--- src/rtl/icon_sched.sv ---
// ---------------------------------------------------------------------------
// icon_sched -- two-lane issue scheduler in front of an interconnect switch node.
//
// Each lane owns a single hold register. A request is accepted when the lane
// is empty, or when the entry it currently holds is being issued in the same
// cycle. Held entries are issued on their own lane, one cycle after they are
// granted. The downstream switch node steers on address bit STAGE. Two held
// entries that would take the same switch output are in conflict. A 1-bit
// round-robin pointer then decides which lane goes first, and the other lane
// waits one cycle. The switch node applies no backpressure, so an issued
// entry is final.
//
// Ports
//   i_clk, i_rst                 clock, synchronous active-high reset
//   i_req_valid_n/addr_n/data_n  request from lane n (n = 0, 1)
//   o_req_ready_n                lane n accepts when high together with valid
//   o_valid_n/addr_n/data_n      registered issue toward the switch node
//   i_clr_cnt                    clear the conflict counter (beats increment)
//   o_conflict_cnt               saturating count of conflict cycles
// ---------------------------------------------------------------------------
module icon_sched #(
   parameter int DATA_W = 1,
   parameter int ADDR_W = 9,
   parameter int STAGE  = 8,
   parameter int CNT_W  = 16
) (
   input  logic              i_clk,
   input  logic              i_rst,
   input  logic              i_req_valid_0,
   input  logic [ADDR_W-1:0] i_req_addr_0,
   input  logic [DATA_W-1:0] i_req_data_0,
   output logic              o_req_ready_0,
   input  logic              i_req_valid_1,
   input  logic [ADDR_W-1:0] i_req_addr_1,
   input  logic [DATA_W-1:0] i_req_data_1,
   output logic              o_req_ready_1,
   output logic              o_valid_0,
   output logic [ADDR_W-1:0] o_addr_0,
   output logic [DATA_W-1:0] o_data_0,
   output logic              o_valid_1,
   output logic [ADDR_W-1:0] o_addr_1,
   output logic [DATA_W-1:0] o_data_1,
   input  logic              i_clr_cnt,
   output logic [CNT_W-1:0]  o_conflict_cnt
);

   typedef enum logic {
      LANE_EMPTY = 1'b0,
      LANE_FULL  = 1'b1
   } lane_state_t;

   // Lane-indexed views of the flat port list.
   logic [1:0]        w_req_valid;
   logic [ADDR_W-1:0] w_req_addr [2];
   logic [DATA_W-1:0] w_req_data [2];
   logic [1:0]        w_ready;
   logic [1:0]        w_hold_v;
   logic [1:0]        w_hold_sel;   // held address bit STAGE, per lane
   logic [1:0]        w_grant;
   logic              w_conflict;
   logic [1:0]        w_issue_v;
   logic [ADDR_W-1:0] w_issue_addr [2];
   logic [DATA_W-1:0] w_issue_data [2];

   logic              r_rr;
   logic [CNT_W-1:0]  r_conflict_cnt;

   assign w_req_valid   = {i_req_valid_1, i_req_valid_0};
   assign w_req_addr[0] = i_req_addr_0;
   assign w_req_addr[1] = i_req_addr_1;
   assign w_req_data[0] = i_req_data_0;
   assign w_req_data[1] = i_req_data_1;

   // --------------------------------------------------------------------
   // Arbitration. By default every held entry is granted. That already
   // covers the "both, no conflict", "only one" and "none" cases. A conflict
   // narrows the grant to the round-robin lane.
   // --------------------------------------------------------------------
   always_comb begin
      w_conflict = w_hold_v[0] & w_hold_v[1] & (w_hold_sel[0] == w_hold_sel[1]);
      w_grant    = w_hold_v;
      if (w_conflict) begin
         w_grant = r_rr ? 2'b10 : 2'b01;
      end
   end

   // Reset forces ready high so that upstream sees empty lanes. The lane
   // registers ignore any handshake in that cycle because reset wins.
   assign w_ready = ~w_hold_v | w_grant | {2{i_rst}};

   // The pointer advances only after it has served a conflict, so that the
   // other lane is favoured at the next conflict.
   always_ff @(posedge i_clk) begin
      if (i_rst) begin
         r_rr <= 1'b0;
      end else if (w_conflict) begin
         r_rr <= ~r_rr;
      end
   end

   always_ff @(posedge i_clk) begin
      if (i_rst || i_clr_cnt) begin
         r_conflict_cnt <= '0;
      end else if (w_conflict && (r_conflict_cnt != {CNT_W{1'b1}})) begin
         r_conflict_cnt <= r_conflict_cnt + 1'b1;
      end
   end

   // --------------------------------------------------------------------
   // Per-lane hold FSM and issue register.
   // --------------------------------------------------------------------
   for (genvar gi = 0; gi < 2; gi++) begin : g_lane
      lane_state_t       r_state;
      lane_state_t       w_state_next;
      logic              w_load;
      logic [ADDR_W-1:0] r_hold_addr;
      logic [DATA_W-1:0] r_hold_data;
      logic              r_issue_v;
      logic [ADDR_W-1:0] r_issue_addr;
      logic [DATA_W-1:0] r_issue_data;

      always_comb begin
         w_state_next = r_state;
         w_load       = 1'b0;
         case (r_state)
            LANE_EMPTY: begin
               if (w_req_valid[gi]) begin
                  w_state_next = LANE_FULL;
                  w_load       = 1'b1;
               end
            end
            LANE_FULL: begin
               // Refill in the same cycle the current entry leaves.
               if (w_grant[gi] && w_req_valid[gi]) begin
                  w_load = 1'b1;
               end else if (w_grant[gi]) begin
                  w_state_next = LANE_EMPTY;
               end
            end
         endcase
      end

      always_ff @(posedge i_clk) begin
         if (i_rst) begin
            r_state <= LANE_EMPTY;
         end else begin
            r_state <= w_state_next;
         end
      end

      // The payload needs no reset because it is qualified by r_state.
      always_ff @(posedge i_clk) begin
         if (w_load) begin
            r_hold_addr <= w_req_addr[gi];
            r_hold_data <= w_req_data[gi];
         end
      end

      // Issue fields keep their last value when nothing is granted.
      always_ff @(posedge i_clk) begin
         if (i_rst) begin
            r_issue_v    <= 1'b0;
            r_issue_addr <= '0;
            r_issue_data <= '0;
         end else begin
            r_issue_v <= w_grant[gi];
            if (w_grant[gi]) begin
               r_issue_addr <= r_hold_addr;
               r_issue_data <= r_hold_data;
            end
         end
      end

      assign w_hold_v[gi]     = (r_state == LANE_FULL);
      assign w_hold_sel[gi]   = r_hold_addr[STAGE];
      assign w_issue_v[gi]    = r_issue_v;
      assign w_issue_addr[gi] = r_issue_addr;
      assign w_issue_data[gi] = r_issue_data;
   end

   assign o_req_ready_0  = w_ready[0];
   assign o_req_ready_1  = w_ready[1];
   assign o_valid_0      = w_issue_v[0];
   assign o_addr_0       = w_issue_addr[0];
   assign o_data_0       = w_issue_data[0];
   assign o_valid_1      = w_issue_v[1];
   assign o_addr_1       = w_issue_addr[1];
   assign o_data_1       = w_issue_data[1];
   assign o_conflict_cnt = r_conflict_cnt;

endmodule

--- config.mk ---
export PLATFORM = sky130hd
export DESIGN_NAME = icon_sched
export DESIGN_NICKNAME = d
export VERILOG_FILES = /design/src/rtl/icon_sched.sv
export SDC_FILE = /design/constraint.sdc
export NUM_CORES = 1
export LEC_CHECK = 0
export ABC_CLOCK_PERIOD_IN_PS = 3500
export CAP_MARGIN = 40
export CORE_MARGIN = 1
export CORE_UTILIZATION = 53
export CTS_BUF_LIST = sky130_fd_sc_hd__clkbuf_4 sky130_fd_sc_hd__clkbuf_8
export CTS_CLUSTER_SIZE = 8
export DETAILED_ROUTE_END_ITERATION = 7
export MAX_ROUTING_LAYER = met4
export PLACE_DENSITY = 0.94
export SLEW_MARGIN = 15
export SYNTH_ARGS = -nofsm -noshare
export SYNTH_HDL_FRONTEND = slang
export SYNTH_SLANG_ARGS = --single-unit
--- constraint.sdc ---
create_clock -name i_clk -period 3.5 [get_ports i_clk]
set_input_delay 0.35 -clock i_clk [delete_from_list [all_inputs] [get_ports i_clk]]
set_output_delay 0.35 -clock i_clk [all_outputs]
set_load 0.02 [all_outputs]
== Yosys cells after proc, flatten, opt, wreduce, memory -nomap -nowiden ==
Index checks and enable logic that the tools add are counted.
Widths: inputs -> output; s select.

* Output and inout port bits: 40
* Input port bits: 25
* Register bits after elaboration: 61

* Reductions and logical operators: 4
* Add/sub/neg operators: 1
* Eq/ne operators: 2
* Bitwise gates (word level): 8
* Mux-type cells: 14

{| class="wikitable"
|+ Operators by type and width
! cell !! count
|-
| $add 16x1->16 const B || 1
|-
| $ne 16x16->1 const B || 1
|-
| $mux 1 || 8
|-
| $pmux 1 s2 || 4
|-
| $mux 2 || 2
|-
| $or 2x2->2 || 2
|-
| $logic_and 1x1->1 || 3
|-
| $not 1->1 || 3
|-
| $and 1x1->1 || 2
|-
| $not 2->2 || 1
|-
| $eq 1x1->1 || 1
|-
| $logic_or 1x1->1 || 1
|}

== Logic depth before layout (Yosys ltp) ==
Gate-level depths: netlist of run 1.

* Word-level depth: 6
* Mapped depth: 6
* Mapped depth without buffers: 5

== Least setup slack after synthesis of run 1 ==
Ideal clock, no wire load.

* Kind: register to register
* Start point: register r_conflict_cnt[0], in the netlist o_conflict_cnt[0]
* End point: register r_conflict_cnt[2], in the netlist o_conflict_cnt[2]
* Data required time: 3414 ps
* Period minus slack after synthesis: 1974 ps
* Setup slack: 1526 ps
* Data arrival time: 1889 ps
* Setup time: 86 ps
* Stages on the path, launching flop included: 7
* Cells stage by stage: dfxtp_1 ha_1 and4_1 nor4b_2 buf_4 nor3b_1 a211oi_1

* Word-level cells in the longest chain between the ends: 2
* Elaborated cells on any way between the ends: 3

{| class="wikitable"
|+ Ends and longest elaborated chain
! item !! RTL line !! source
|-
| from (decl) || 66 || <nowiki>logic [CNT_W-1:0] r_conflict_cnt;</nowiki>
|-
| from (signal assigned) || 105 || <nowiki>r_conflict_cnt <= r_conflict_cnt + 1'b1;</nowiki>
|-
| branches (longest 2 deep; another with $add 16x1->16) || n/a ||
|}

Parallel ways; which one is timed is not known.
A chain may end at the register's enable or synchronous reset.

== Worst setup path in the final report of run 1 ==
* Start point: register g_lane[1].r_hold_addr[8]
* End point: output port o_req_ready_1

* Word-level cells in the longest chain between the ends: 5

{| class="wikitable"
|+ Ends and longest elaborated chain
! item !! RTL line !! source
|-
| from (decl) || 116 || <nowiki>logic [ADDR_W-1:0] r_hold_addr;</nowiki>
|-
| from (signal assigned) || 154 || <nowiki>r_hold_addr <= w_req_addr[gi];</nowiki>
|-
| $eq 1x1->1 || 80 || <nowiki>w_conflict = w_hold_v[0] & w_hold_v[1] & (w_hold_sel[0] == w_hold_sel[1]);</nowiki>
|-
| $and 1x1->1 || 80 ||
|-
| $mux 2 || 82 || <nowiki>if (w_conflict) begin</nowiki>
|-
| $or 2x2->2 (2 in series) || 89 || <nowiki>assign w_ready = ~w_hold_v | w_grant | {2{i_rst}};</nowiki>
|-
| to (decl) || 36 || <nowiki>output logic o_req_ready_1,</nowiki>
|}

Every way passes these cells.

==> impl_metrics.csv, run 1 <==
group,metric,value,unit
run_status,status,"complete, no violations",
clocking,clk_pin_slew_worst_paths,70,ps
setup_path,cp_cell_sequence,"xnor2_1 > nand2_1 > or3_1 > clkdlybuf4s50_1",
setup_path,worst-r2r-setup-slack,1350,ps
sta,rsz0062_at_grt,"no",
placed_design,post-place-cells,320,
yosys,synthTopCellsByCount,"dfxtp_1 (41), nor2_1 (28), mux2i_1 (22)",
hold_path,min_from,"g_lane[1].r_hold_addr[7]$_DFFE_PP_",
drt,drc,0,
floorplanning,rows,23,
yosys,syn-num-nets,237,
final_layout,layout.cells.non_filler,336,
setup_path,max_stage_delay,550,ps
drt,routed_wl,5.09,mm
final_layout,fin_nets,307,
drt,routed-via-count,1875,
floorplanning,dieArea,4740,µm²
clocking,numCtsBuffers,9,
yosys,synth.most_common_cell,"dfxtp_1",
yosys,synth_area,2370,µm²
yosys,yosysSeqAreaShare,60.0,%
yosys,ys_async_sr_fraction,0,%
sta,timing.fmax,355,MHz
sta,hold_viol_final,0,
job,max_cap_viol_count,0,
final_layout,num_antenna_cells,0,
power,p_leak,1.16,nW
clocking,cts_tree,"built",
sta,setup_violations,0,
global_route,gr-total-overflow,0,
setup_path,startpoint_type,"flip-flop",
setup_path,critical_path.slowest_cell,"clkdlybuf4s50_1",
power,ir_drop,0.309,mV
power,power.density,441,nW/µm²
floorplanning,core_area,4140,µm²
yosys,yosys.area_share.adder,0.529,%
yosys,syn_area_per_cell,11.2,µm²
yosys,synth.top_cell.area_share,34.7,%
global_route,grt_pass1_vias,1768,
yosys,synth_mux_area_share,9.30,%
global_route,grt_usage,24.2,%
sta,fin_crit_sh,80.5,%
yosys,synth_compound_area_share,8.93,%
hold_path,hold_depth,2,
global_route,antenna_found_initial,0,
sta,slew-limit-headroom,43.7,%
yosys,yosysWarningCount,0,
clocking,root_buffer,"clkbuf_8",
global_route,grt_start_max_net_pins,21,
yosys,synth_xor_area_share,1.11,%
clocking,cts_resized,0,
clocking,clkSinkCount,61,
sta,post-route-min-period,2820,ps
yosys,synth-seq-cells,61,
drt,routed_via_density,5.58,
setup_path,arrival,2470,ps
final_layout,drive_above_1_share,9.09,%
setup_path,r2r_end,"g_lane[1].r_hold_addr[3]$_DFFE_PP_",
setup_path,crit_buf_inv,1,
setup_path,crit_family,"simple AND/OR/NAND/NOR gates",
drt,wl_per_cell,15.2,µm
hold_path,hold_end,"o_addr_1[7]$_SDFFE_PP0P_",
yosys,synth_top_family_by_area,"simple AND/OR/NAND/NOR gates",
sta,slew_viol_final,0,
final_layout,stdcell_area,3230,µm²
placed_design,gp_congestion,0.833,
clocking,clk_latency,330,ps
final_layout,syn_to_final_growth,36.3,%
setup_path,crit_fanout,14,
placed_design,hpwl,3.58,mm
floorplanning,top_level_ports,65,
yosys,ys_top_cells_by_area,"dfxtp_1 (35%), edfxtp_1 (25%), mux2i_1 (9.3%)",
yosys,syn_inst,211,
yosys,synth.distinct_cells,40,
setup_path,cp-end-kind,"primary output",
placed_design,port_buffers,64,
yosys,synth.largest_area_cell,"dfxtp_1",
clocking,post_cts_buffers,0,
setup_path,crit_type,"reg2out",
setup_path,crit_required,3150,ps
global_route,grt_pass1_wl,7.71,mm
drt,first_pass_iters,4,
clocking,cts_htree_levels,3,
clocking,cts_hold_buf,0,
placed_design,placed_cell_area,3060,µm²
sta,clock_skew,9.53,ps
sta,worst_pin_slew,841,ps
drt,ant_nets,0,
floorplanning,start_util,57.1,%
drt,drtIter0Drc,106,
yosys,synth_flop_cell,"dfxtp_1",
floorplanning,die_w,68.8,µm
floorplanning,die_y,68.8,µm
setup_path,worstReg2RegStart,"g_lane[1].r_hold_addr[8]$_DFFE_PP_",
yosys,synth_edf_count,20,
setup_path,reg2regPathDepth,4,
hold_path,min_path_type,"reg2reg",
sta,finalSetupTns,0,ps
yosys,synth-simple-area-share,17.4,%
clocking,cts.path.max_buffers,2,
[worst max-delay path by stage]
stage                                            start                             end  slack [ps]  depth (start not counted)
global route        g_lane[1].r_hold_addr[8]$_DFFE_PP_                   o_req_ready_1         580                          4
CTS                 g_lane[1].r_hold_addr[8]$_DFFE_PP_                   o_req_ready_1         690                          4
finish              g_lane[1].r_hold_addr[8]$_DFFE_PP_                   o_req_ready_1         680                          4
global placement    g_lane[1].r_hold_addr[8]$_DFFE_PP_                   o_req_ready_1        1180                          4
floorplan               o_conflict_cnt[0]$_SDFFE_PP0P_  o_conflict_cnt[2]$_SDFFE_PP0P_        1530                          6
detailed placement  g_lane[1].r_hold_addr[8]$_DFFE_PP_                   o_req_ready_1        1080                          4
[flip-flops by register name (all words and copies together), names as in the netlist]
| name | flops |
|---|---|
| g_lane.r_hold_data | 2 |
| o_addr_0 | 9 |
| o_valid_0 | 1 |
| o_data_0 | 1 |
| o_conflict_cnt | 16 |
| r_rr | 1 |
| o_data_1 | 1 |
| g_lane.r_state | 2 |
| g_lane.r_hold_addr | 18 |
| o_addr_1 | 9 |
| o_valid_1 | 1 |
[per-stage QoR]
step | total power [mW] | utilization (%) | setup WS, ps | hold WS (ps)
6_report | 1.42 | 77.8 | 681 | 478
5_1_grt | 1.47 | 77.8 | 580 | 498
3_5_place_dp | 0.920 | 73.9 | 1080 | 466
2_1_floorplan | 0.851 | - | 1530 | 449
3_3_place_gp | 0.915 | 73.9 | 1180 | 458
4_1_cts | 1.43 | 77.8 | 686 | 484
[per-layer routing]
metal / up-vias / track usage [%] / wire, µm
met1: 880 / 26.2 / 2140
met2: 64 / 38.2 / 2540
met4: 0 / 13.0 / 114
li1: 919 / - / -
met5: - / - / 0
met3: 12 / 9.70 / 297
[power breakdown]
part | total, mW | leakage, nW | internal (mW) | switching (mW)
clock | 0.516 | 0.0866 | 0.251 | 0.265
combinational | 0.131 | 0.546 | 0.0680 | 0.0628
sequential | 0.775 | 0.529 | 0.761 | 0.0136
[cell type report]
type / instances / area, µm²
Sequential cell: 61 / 1420
Fill cell: 291 / 918
Multi-Input combinational cell: 137 / 888
Timing Repair Buffer: 69 / 678
Clock buffer: 9 / 124
Tap cell: 50 / 62.6
Clock inverter: 7 / 40.0
Inverter: 3 / 11.3
[cell usage in the layout, fill, tap and decap left out, types with 2 or more instances in the layout]
master,Yosys,routed
a21oi_1,11,11
or3_1,4,4
clkdlybuf4s50_1,0,64
and4_1,2,2
clkbuf_8,0,9
o31ai_1,6,5
o21ai_0,6,6
nor3b_1,2,2
edfxtp_1,20,20
nor2_1,28,28
or2_2,3,3
and2_1,3,3
and3_1,2,2
nand2_1,9,9
inv_1,3,3
xnor2_1,2,2
or4_1,6,6
nand4_1,7,7
dfxtp_1,41,41
nor4_1,2,2
nand3_1,6,6
mux2i_1,22,22
clkinv_2,0,4
buf_4,1,5
[logic make-up (layout without fill, tap and decap cells)]
| group | after synthesis | after routing |
|---|---|---|
| AND/OR/NAND/NOR | 78 | 78 |
| flip-flops | 61 | 61 |
| AO/OA/AOI/OAI | 33 | 33 |
| multiplexers | 22 | 22 |
| buffers and inverters | 13 | 88 |
| XOR/XNOR | 3 | 3 |
| adder cells (fa/ha/maj) | 1 | 1 |
[tightest hold or removal path, delay by kind of cell (launching register included)]
kind / cells / cell delay (ps)
flip-flops: 1 / 320
AND/OR/NAND/NOR: 1 / 70
multiplexers: 1 / 60
Power figures use the tool's default switching activity.
==> run 2, diff against run 1 <==
--- a/config.mk
+++ b/config.mk
@@ -5,15 +5,15 @@
 export SDC_FILE = /design/constraint.sdc
 export NUM_CORES = 1
 export LEC_CHECK = 0
-export ABC_CLOCK_PERIOD_IN_PS = 3500
+export ABC_CLOCK_PERIOD_IN_PS = 2600
 export CAP_MARGIN = 40
 export CORE_MARGIN = 1
-export CORE_UTILIZATION = 53
+export CORE_UTILIZATION = 49
 export CTS_BUF_LIST = sky130_fd_sc_hd__clkbuf_4 sky130_fd_sc_hd__clkbuf_8
 export CTS_CLUSTER_SIZE = 8
 export DETAILED_ROUTE_END_ITERATION = 7
 export MAX_ROUTING_LAYER = met4
-export PLACE_DENSITY = 0.94
+export PLACE_DENSITY = 0.88
 export SLEW_MARGIN = 15
 export SYNTH_ARGS = -nofsm -noshare
 export SYNTH_HDL_FRONTEND = slang
==> constraint.sdc (replaced) <==
create_clock -name i_clk -period 2.6 [get_ports i_clk]
set_input_delay 0.26 -clock i_clk [delete_from_list [all_inputs] [get_ports i_clk]]
set_output_delay 0.26 -clock i_clk [all_outputs]
set_load 0.02 [all_outputs]
==> run 2 against run 1 <==
Against the previous run: sequential share of layout area shrank 0.44 points; clock power rose by 35%; clock-buffer cell count is the same; sequential power rose by 34%; cell count increased by 1.5%; routed wire length increased by 6.2%; sequential cell count is the same; critical path type unchanged.
==> impl_metrics.csv, run 2 (synthesized netlist as in run 1, its figures left out) <==
group,metric,value,unit
global_route,grt_pass1_vias,1909,
hold_path,min_path_type,"reg2reg",
drt,routed_via_density,5.67,
final_layout,final_cell_mix,"clkdlybuf4s50_1 (64), dfxtp_1 (41), nor2_1 (28)",
final_layout,syn_to_final_growth,37.6,%
global_route,grt_start_max_net_pins,19,
clocking,cts.path.max_buffers,2,
drt,routed-wl-met3,287,µm
clocking,clk_pin_slew_worst_paths,70,ps
floorplanning,core_area,4500,µm²
floorplanning,rows,24,
global_route,grt_pass1_wl,8.84,mm
final_layout,top_register,"g_lane.r_hold_addr",
final_layout,num_antenna_cells,0,
job,max_cap_viol_count,0,
setup_path,cp-end-kind,"primary output",
power,p_leak,1.18,nW
sta,hold_viol_final,0,
sta,clock_skew,7.64,ps
placed_design,hpwl,3.75,mm
global_route,grt_usage,23.4,%
sta,rsz0062_at_grt,"no",
final_layout,largest_reg_flops,18,
drt,wirelength_met1,2.27,mm
placed_design,gp_congestion,0.841,
power,power.density,589,nW/µm²
setup_path,max_stage_delay,570,ps
drt,wl_per_cell,15.9,µm
drt,drc,0,
sta,finalSetupTns,0,ps
sta,setup_violations,0,
drt,route.met2.wl,2.78,mm
global_route,antenna_found_initial,0,
sta,fin_crit_sh,93.0,%
sta,timing.fmax,414,MHz
floorplanning,dieArea,5110,µm²
clocking,numCtsBuffers,9,
global_route,gr-total-overflow,0,
final_layout,fin_nets,310,
setup_path,critical_path.slowest_cell,"clkdlybuf4s50_1",
clocking,cts_htree_levels,3,
setup_path,crit_buf_inv,1,
setup_path,startpoint_type,"flip-flop",
sta,slew_viol_final,0,
power,ir_drop,0.442,mV
setup_path,crit_fanout,4,
clocking,clk_latency,320,ps
final_layout,layout.cells.non_filler,341,
setup_path,crit_required,2340,ps
floorplanning,die_y,71.5,µm
final_layout,final_common_cell,"clkdlybuf4s50_1",
clocking,root_buffer,"clkbuf_8",
drt,routed_wl,5.41,mm
setup_path,crit_type,"reg2out",
drt,routed-via-count,1933,
drt,first_pass_iters,4,
sta,slew-limit-headroom,45.2,%
clocking,cts_tree,"built",
drt,drtIter0Drc,146,
floorplanning,start_util,52.6,%
run_status,status,"complete, no violations",
drt,ant_nets,0,
final_layout,drive_above_1_share,10.4,%
power,p_total,1.92,mW
clocking,clkSinkCount,61,
placed_design,port_buffers,64,
placed_design,post-place-cells,325,
final_layout,fin_util,72.3,%
floorplanning,die_w,71.5,µm
floorplanning,top_level_ports,65,
sta,post-route-min-period,2420,ps
drt,routed.top_layer,"met4",
final_layout,fill_cells,333,
setup_path,cp_cell_sequence,"xnor2_2 > nand2_1 > or3_1 > clkdlybuf4s50_1",
setup_path,arrival,2160,ps
setup_path,crit_family,"buffers and inverters",
sta,worst_pin_slew,820,ps
run 2: per-stage QoR:
step                cell area (µm²)  setup WS, ps  hold WS, ps
detailed placement             3090           503          464
floorplan                      2370           626          359
CTS                            3250          74.4          479
global placement               3090           575          457
finish                         3260           183          476
global route                   3260           115          482
run 2: timing repair:
action | 4_1_cts | 5_1_grt
hold buffers | 0 | 0
gates resized for setup | 0 | 1
hold endpoints to repair | 0 | 0
setup endpoints to repair | 0 | 1
setup buffers | 0 | 0
run 2: layout make-up:
class / instances / area (µm²) / share of cell area (%)
Clock buffer: 9 / 124 / 3.80
Inverter: 3 / 11.3 / 0.346
Sequential cell: 61 / 1420 / 43.6
Multi-Input combinational cell: 137 / 896 / 27.5
Tap cell: 52 / 65.1 / 2.00
Clock inverter: 7 / 40.0 / 1.23
Timing Repair Buffer: 72 / 701 / 21.5
run 2: per-layer routing:
layer / vias to the layer above / track usage (%)
met1: 923 / 27.7
met3: 6 / 5.63
met2: 82 / 38.4
met4: 0 / 9.80
met5: - / -
li1: 922 / -
run 2: worst paths after layout:
| path | startpoint | endpoint | slack [ps] | cells after the start |
|---|---|---|---|---|
| worst min-delay path | g_lane[1].r_hold_addr[6]$_DFFE_PP_ | o_addr_1[6]$_SDFFE_PP0P_ | 480 | 2 |
| worst max register to register | o_conflict_cnt[0]$_SDFFE_PP0P_ | o_conflict_cnt[2]$_SDFFE_PP0P_ | 420 | 6 |
| worst min register to register | g_lane[1].r_hold_addr[6]$_DFFE_PP_ | o_addr_1[6]$_SDFFE_PP0P_ | 480 | 2 |
| worst max-delay path | g_lane[1].r_hold_addr[8]$_DFFE_PP_ | o_req_ready_1 | 180 | 4 |
run 2: tightest hold or removal path, cell delays in order (launching register included):
cell and delay [ps]:
edfxtp_1 320, mux2i_1 60, nor2_1 70
run 2: power by group:
| part | total (mW) | internal [mW] | switching (mW) |
|---|---|---|---|
| sequential | 1.04 | 1.02 | 0.0190 |
| clock | 0.695 | 0.338 | 0.357 |
| combinational | 0.180 | 0.0950 | 0.0854 |
| total | 1.92 | 1.46 | 0.461 |
==> run 3, diff against run 2 <==
--- a/config.mk
+++ b/config.mk
@@ -7,7 +7,6 @@
 export LEC_CHECK = 0
 export ABC_CLOCK_PERIOD_IN_PS = 2600
 export CAP_MARGIN = 40
-export CORE_MARGIN = 1
 export CORE_UTILIZATION = 49
 export CTS_BUF_LIST = sky130_fd_sc_hd__clkbuf_4 sky130_fd_sc_hd__clkbuf_8
 export CTS_CLUSTER_SIZE = 8
==> results of run 3 <==
No change in the layout: final DEF, timing and power equal those of run 2.
==> patch 1: new RTL, flow settings as in run 2 <==
Change the parameter `CNT_W` from 16 to 32.
--- a/src/rtl/icon_sched.sv
+++ b/src/rtl/icon_sched.sv
@@ -23,5 +23,5 @@
    parameter int ADDR_W = 9,
    parameter int STAGE  = 8,
-   parameter int CNT_W  = 16
+   parameter int CNT_W  = 32
 ) (
    input  logic              i_clk,
Ports: changed (resized o_conflict_cnt); port bits go from 65 to 81. The function was not compared with the original's and may differ.
==> patch 1 against run 2 <==
  * Total power grew 20%
  * Sequential cell count up 16
  * Setup slack got worse by 0.0086 ns
  * Combinational power is 6% higher
  * Utilization decreased by 4.6 points
  * Synthesized area grew 38%
  * Cell area up 33%
  * Hold slack got worse by 0.021 ns
  * Routed wire length is 45% higher
==> patch 1: results (changes against run 2) <==
Finish
  • Multi-input gate area: 0.001439 mm^2 (+61%)
  • Seq_cells: 77 (+26%)
  • Fillers: 510 (+53%)
  • Inverters: 6 (+3)
  • Proportion of layout cells with a drive suffix above 1: 8.845% (-1.5 points)
  • Final Instance Area: 0.004324 mm^2 (+33%)

Critical path
  • Reg2reg end: o_conflict_cnt[18]
  • RR Startpoint: o_conflict_cnt[1]
  • Reg2reg setup slack: 0.35 ns (-0.07 ns)

Run status
  • Status: complete, no violations

Logic synthesis
  • Cell Area, Synth: 0.003276 mm^2 (+38%)
  • Synth Area in XOR/XNOR: 1.604% (+0.49 points)
  • Avg Cell Area, Syn: 10.30 um^2 (-8.2%)
  • Synth Area in Compound Gates: 11.27% (+2.3 points)
  • Area share of fa/ha/maj cells after synthesis: 0.3820% (-0.15 points)
  • Post-synth cell types: 50 (+25%)
  • Sequential-to-total area share from yosys stat: 53.17% (-6.9 points)
  • Commonest cells in the synthesized netlist: dfxtp_1, nor2_1, a21oi_1
  • Synth Net Count: 344 (+45%)

Power and ir drop
  • Clk. pwr: 832 uW (+20%)
  • Worst VDD drop: 394.1 uV (-11%)
  • Sw Ratio: 25.40% (+1.4 points)
  • Combinational power: 191 uW (+6%)

CTS
  • Insertion delay of the later-clocked pin in the worst-skew pair: 0.35 ns (+0.03 ns)
  • Clock slew at reported path FFs: 0.09 ns (+0.02 ns)

GRT
  • Met2 usage: 38.58% (+0.17 points)
  • Number of global-route vias before repair: 2730 (+43%)
  • Gr usage total: 23.70% (+0.30 points)
  • Largest net degree at the start of global routing: 27 (+8)

Routing
  • Met3 WL post-DR: 419 um (+46%)
  • Vias per std cell: 5.762 (+1.7%)
  • Avg WL per Cell: 16.24 um (+2.3%)
  • Post-Route M1 WL: 3402 um (+50%)

Hold path
  • Worst Hold Path EP: g_lane[1].r_hold_addr[5]
  • Worst hold start: i_req_addr_1[5]
  • Type of the most critical hold path: in -> reg
  • Hold path depth: 1 (-1)

Placement
  • Place WS: 0.4199 ns (-0.08309 ns)
  • Placed Instance Area: 0.004135 mm^2 (+34%)
  • PortBufs: 80 (+25%)

Timing
  • Relative slew slack: 58.96% (+14 points)
[patch 1: changes by cell type after synthesis, sizes merged, moves of 5 or more]
cell,delta
o21ai,+7
nor2,+9
o31ai,+6
dfxtp,+16
nand3,+5
or4,+5
a21oi,+14
nand2,+9
nor3,+7
or3,+7
nand4,+6
[patch 1: how the worst max path moves through the flow]
stage	from	to	slack, ns
6_report	g_lane[0].r_hold_addr[8]	o_req_ready_1	0.17
2_1_floorplan	o_conflict_cnt[0]	o_conflict_cnt[15]	0.57
5_1_grt	g_lane[1].r_hold_addr[8]	o_req_ready_1	0.11
3_5_place_dp	g_lane[1].r_hold_addr[8]	o_conflict_cnt[25]	0.42
3_3_place_gp	g_lane[1].r_hold_addr[8]	o_req_ready_1	0.50
4_1_cts	g_lane[1].r_hold_addr[8]	o_req_ready_1	0.08
[patch 1: worst max-delay path: stages, from the launching register on]
cell and delay, ns:
edfxtp_1 0.42, xor2_1 0.18, or2_4 0.30, or3_1 0.34
clkdlybuf4s50_1 0.57
==> patch 2: new RTL, flow settings as in run 2 <==
Without the edit above. Reset style: asynchronous (`i_rst`), changed in 3 clocked blocks. Comments in the files are not updated.
--- a/src/rtl/icon_sched.sv
+++ b/src/rtl/icon_sched.sv
@@ -91,5 +91,5 @@
    // The pointer advances only after it has served a conflict, so that the
    // other lane is favoured at the next conflict.
-   always_ff @(posedge i_clk) begin
+   always_ff @(posedge i_clk or posedge i_rst) begin
       if (i_rst) begin
          r_rr <= 1'b0;
@@ -141,5 +141,5 @@
       end
 
-      always_ff @(posedge i_clk) begin
+      always_ff @(posedge i_clk or posedge i_rst) begin
          if (i_rst) begin
             r_state <= LANE_EMPTY;
@@ -158,5 +158,5 @@
 
       // Issue fields keep their last value when nothing is granted.
-      always_ff @(posedge i_clk) begin
+      always_ff @(posedge i_clk or posedge i_rst) begin
          if (i_rst) begin
             r_issue_v    <= 1'b0;
Formal check against the unedited RTL: differs if i_rst is asserted again (counterexample within 4 cycles, from zero or initial values and one cycle with i_rst high); with i_rst held inactive, the same outputs for 10 cycles.
==> patch 2 against run 2 <==
  * Sequential share of layout area rose by 2.0 points
  * Setup slack improved by 0.0021 ns
  * Via count fell by 7.3%
  * Non-clock buffer count fell by 3
  * Synthesized cell count fell by 13%
  * Sequential cell count did not move
  * First-iteration DRC count fell by 33%
  * Routed wire length fell by 10%
  * Synthesized area rose by 2.6%
  * Cell area rose by 4.0%
Power is not compared: it rests on default switching activity, and its combinational part moved more than twofold at a synthesized area within 25%.
==> patch 2: results (changes against run 2) <==
Critical path
  • Worst Path Max Fanout: 10 (+6)
  • Slowest Stage Delay on Critical Path: 0.54 ns (-0.03 ns)

Logic synthesis
  • Avg Cell Area, Syn: 13.20 um^2 (+18%)
  • Synth Net Count: 210 (-11%)
  • Synth Area in XOR/XNOR: 1.082% (-0.028 points)
  • Commonest cells in the synthesized netlist: dfrtp_1, edfxtp_1, mux2_2
  • Mux share of post-synthesis cell area: 10.10% (+0.80 points)
  • Synth Flop Type: dfrtp_1
  • Sequential-to-total area share from yosys stat: 63.68% (+3.6 points)
  • Synth Area in Compound Gates: 9.377% (+0.44 points)
  • Post-synth cell types: 42 (+5.0%)

GRT
  • First-pass GRT wire length: 7645 um (-13%)
  • GR Util met3: 4.444% (-1.2 points)
  • Largest net degree at the start of global routing: 26 (+7)
  • Number of global-route vias before repair: 1617 (-15%)
  • Gr usage total: 20.07% (-3.3 points)

Routing
  • Routed WL: 4870 um (-10%)
  • Via Count: 1791 (-7.3%)
  • Met2 wire len: 2482 um (-11%)
  • DR iter-0 viols: 98 (-33%)
  • Met3 WL post-DR: 266 um (-7.3%)

Timing
  • Worst clock skew: 0.007252 ns (-0.0003914 ns)
  • Measured slew at the worst slew-check pin: 0.4809 ns (-0.3388 ns)

Placement
  • Placed Instance Area: 0.003154 mm^2 (+2.2%)
  • Place WS: 0.5285 ns (+0.02547 ns)
  • Gp weighted congestion: 0.8613 (+2.4%)
  • DP Cell Count: 314 (-3.4%)

CTS
  • Insertion delay of the later-clocked pin in the worst-skew pair: 0.34 ns (+0.02 ns)

Hold path
  • Type of the most critical hold path: in -> async

Finish
  • Fillers: 349 (+4.8%)
  • Final Non-Filler Cells: 331 (-2.9%)
  • Proportion of layout cells with a drive suffix above 1: 18.18% (+7.8 points)
  • Layout Nets: 285 (-8.1%)

Run status
  • Status: complete, no violations
## patch 2: final timing paths
kind | slack, ns | from | endpoint | cells after the start
setup / recovery | 0.18 | g_lane[0].r_hold_addr[8] | o_req_ready_1 | 4
hold / removal | 0.40 | i_rst | o_addr_0[3] | 3
setup reg to reg | 0.64 | o_conflict_cnt[0] | o_conflict_cnt[8] | 5
hold reg to reg | 0.48 | g_lane[1].r_hold_addr[6] | o_addr_1[6] | 1
max in group asynchronous | 1.94 | i_rst | o_addr_1[7] | 3
min in group i_clk | 0.47 | i_req_addr_0[4] | g_lane[0].r_hold_addr[4] | 1
## patch 2: what timing repair did
action	CTS	global route
endpoints found under the setup margin	0	1
hold endpoints to repair	0	0
resized for setup	0	1
setup buffers	0	0
hold buffers	0	0
## patch 2: cell type report
class	instances	share of cell area (%)
clock buffers	12	4.505
clock inverters	4	2.105
flip-flops and latches	61	45.64
multi-input cells	114	24.82
inverters	4	0.4431
well taps	67	2.474
repair buffers	69	20.01
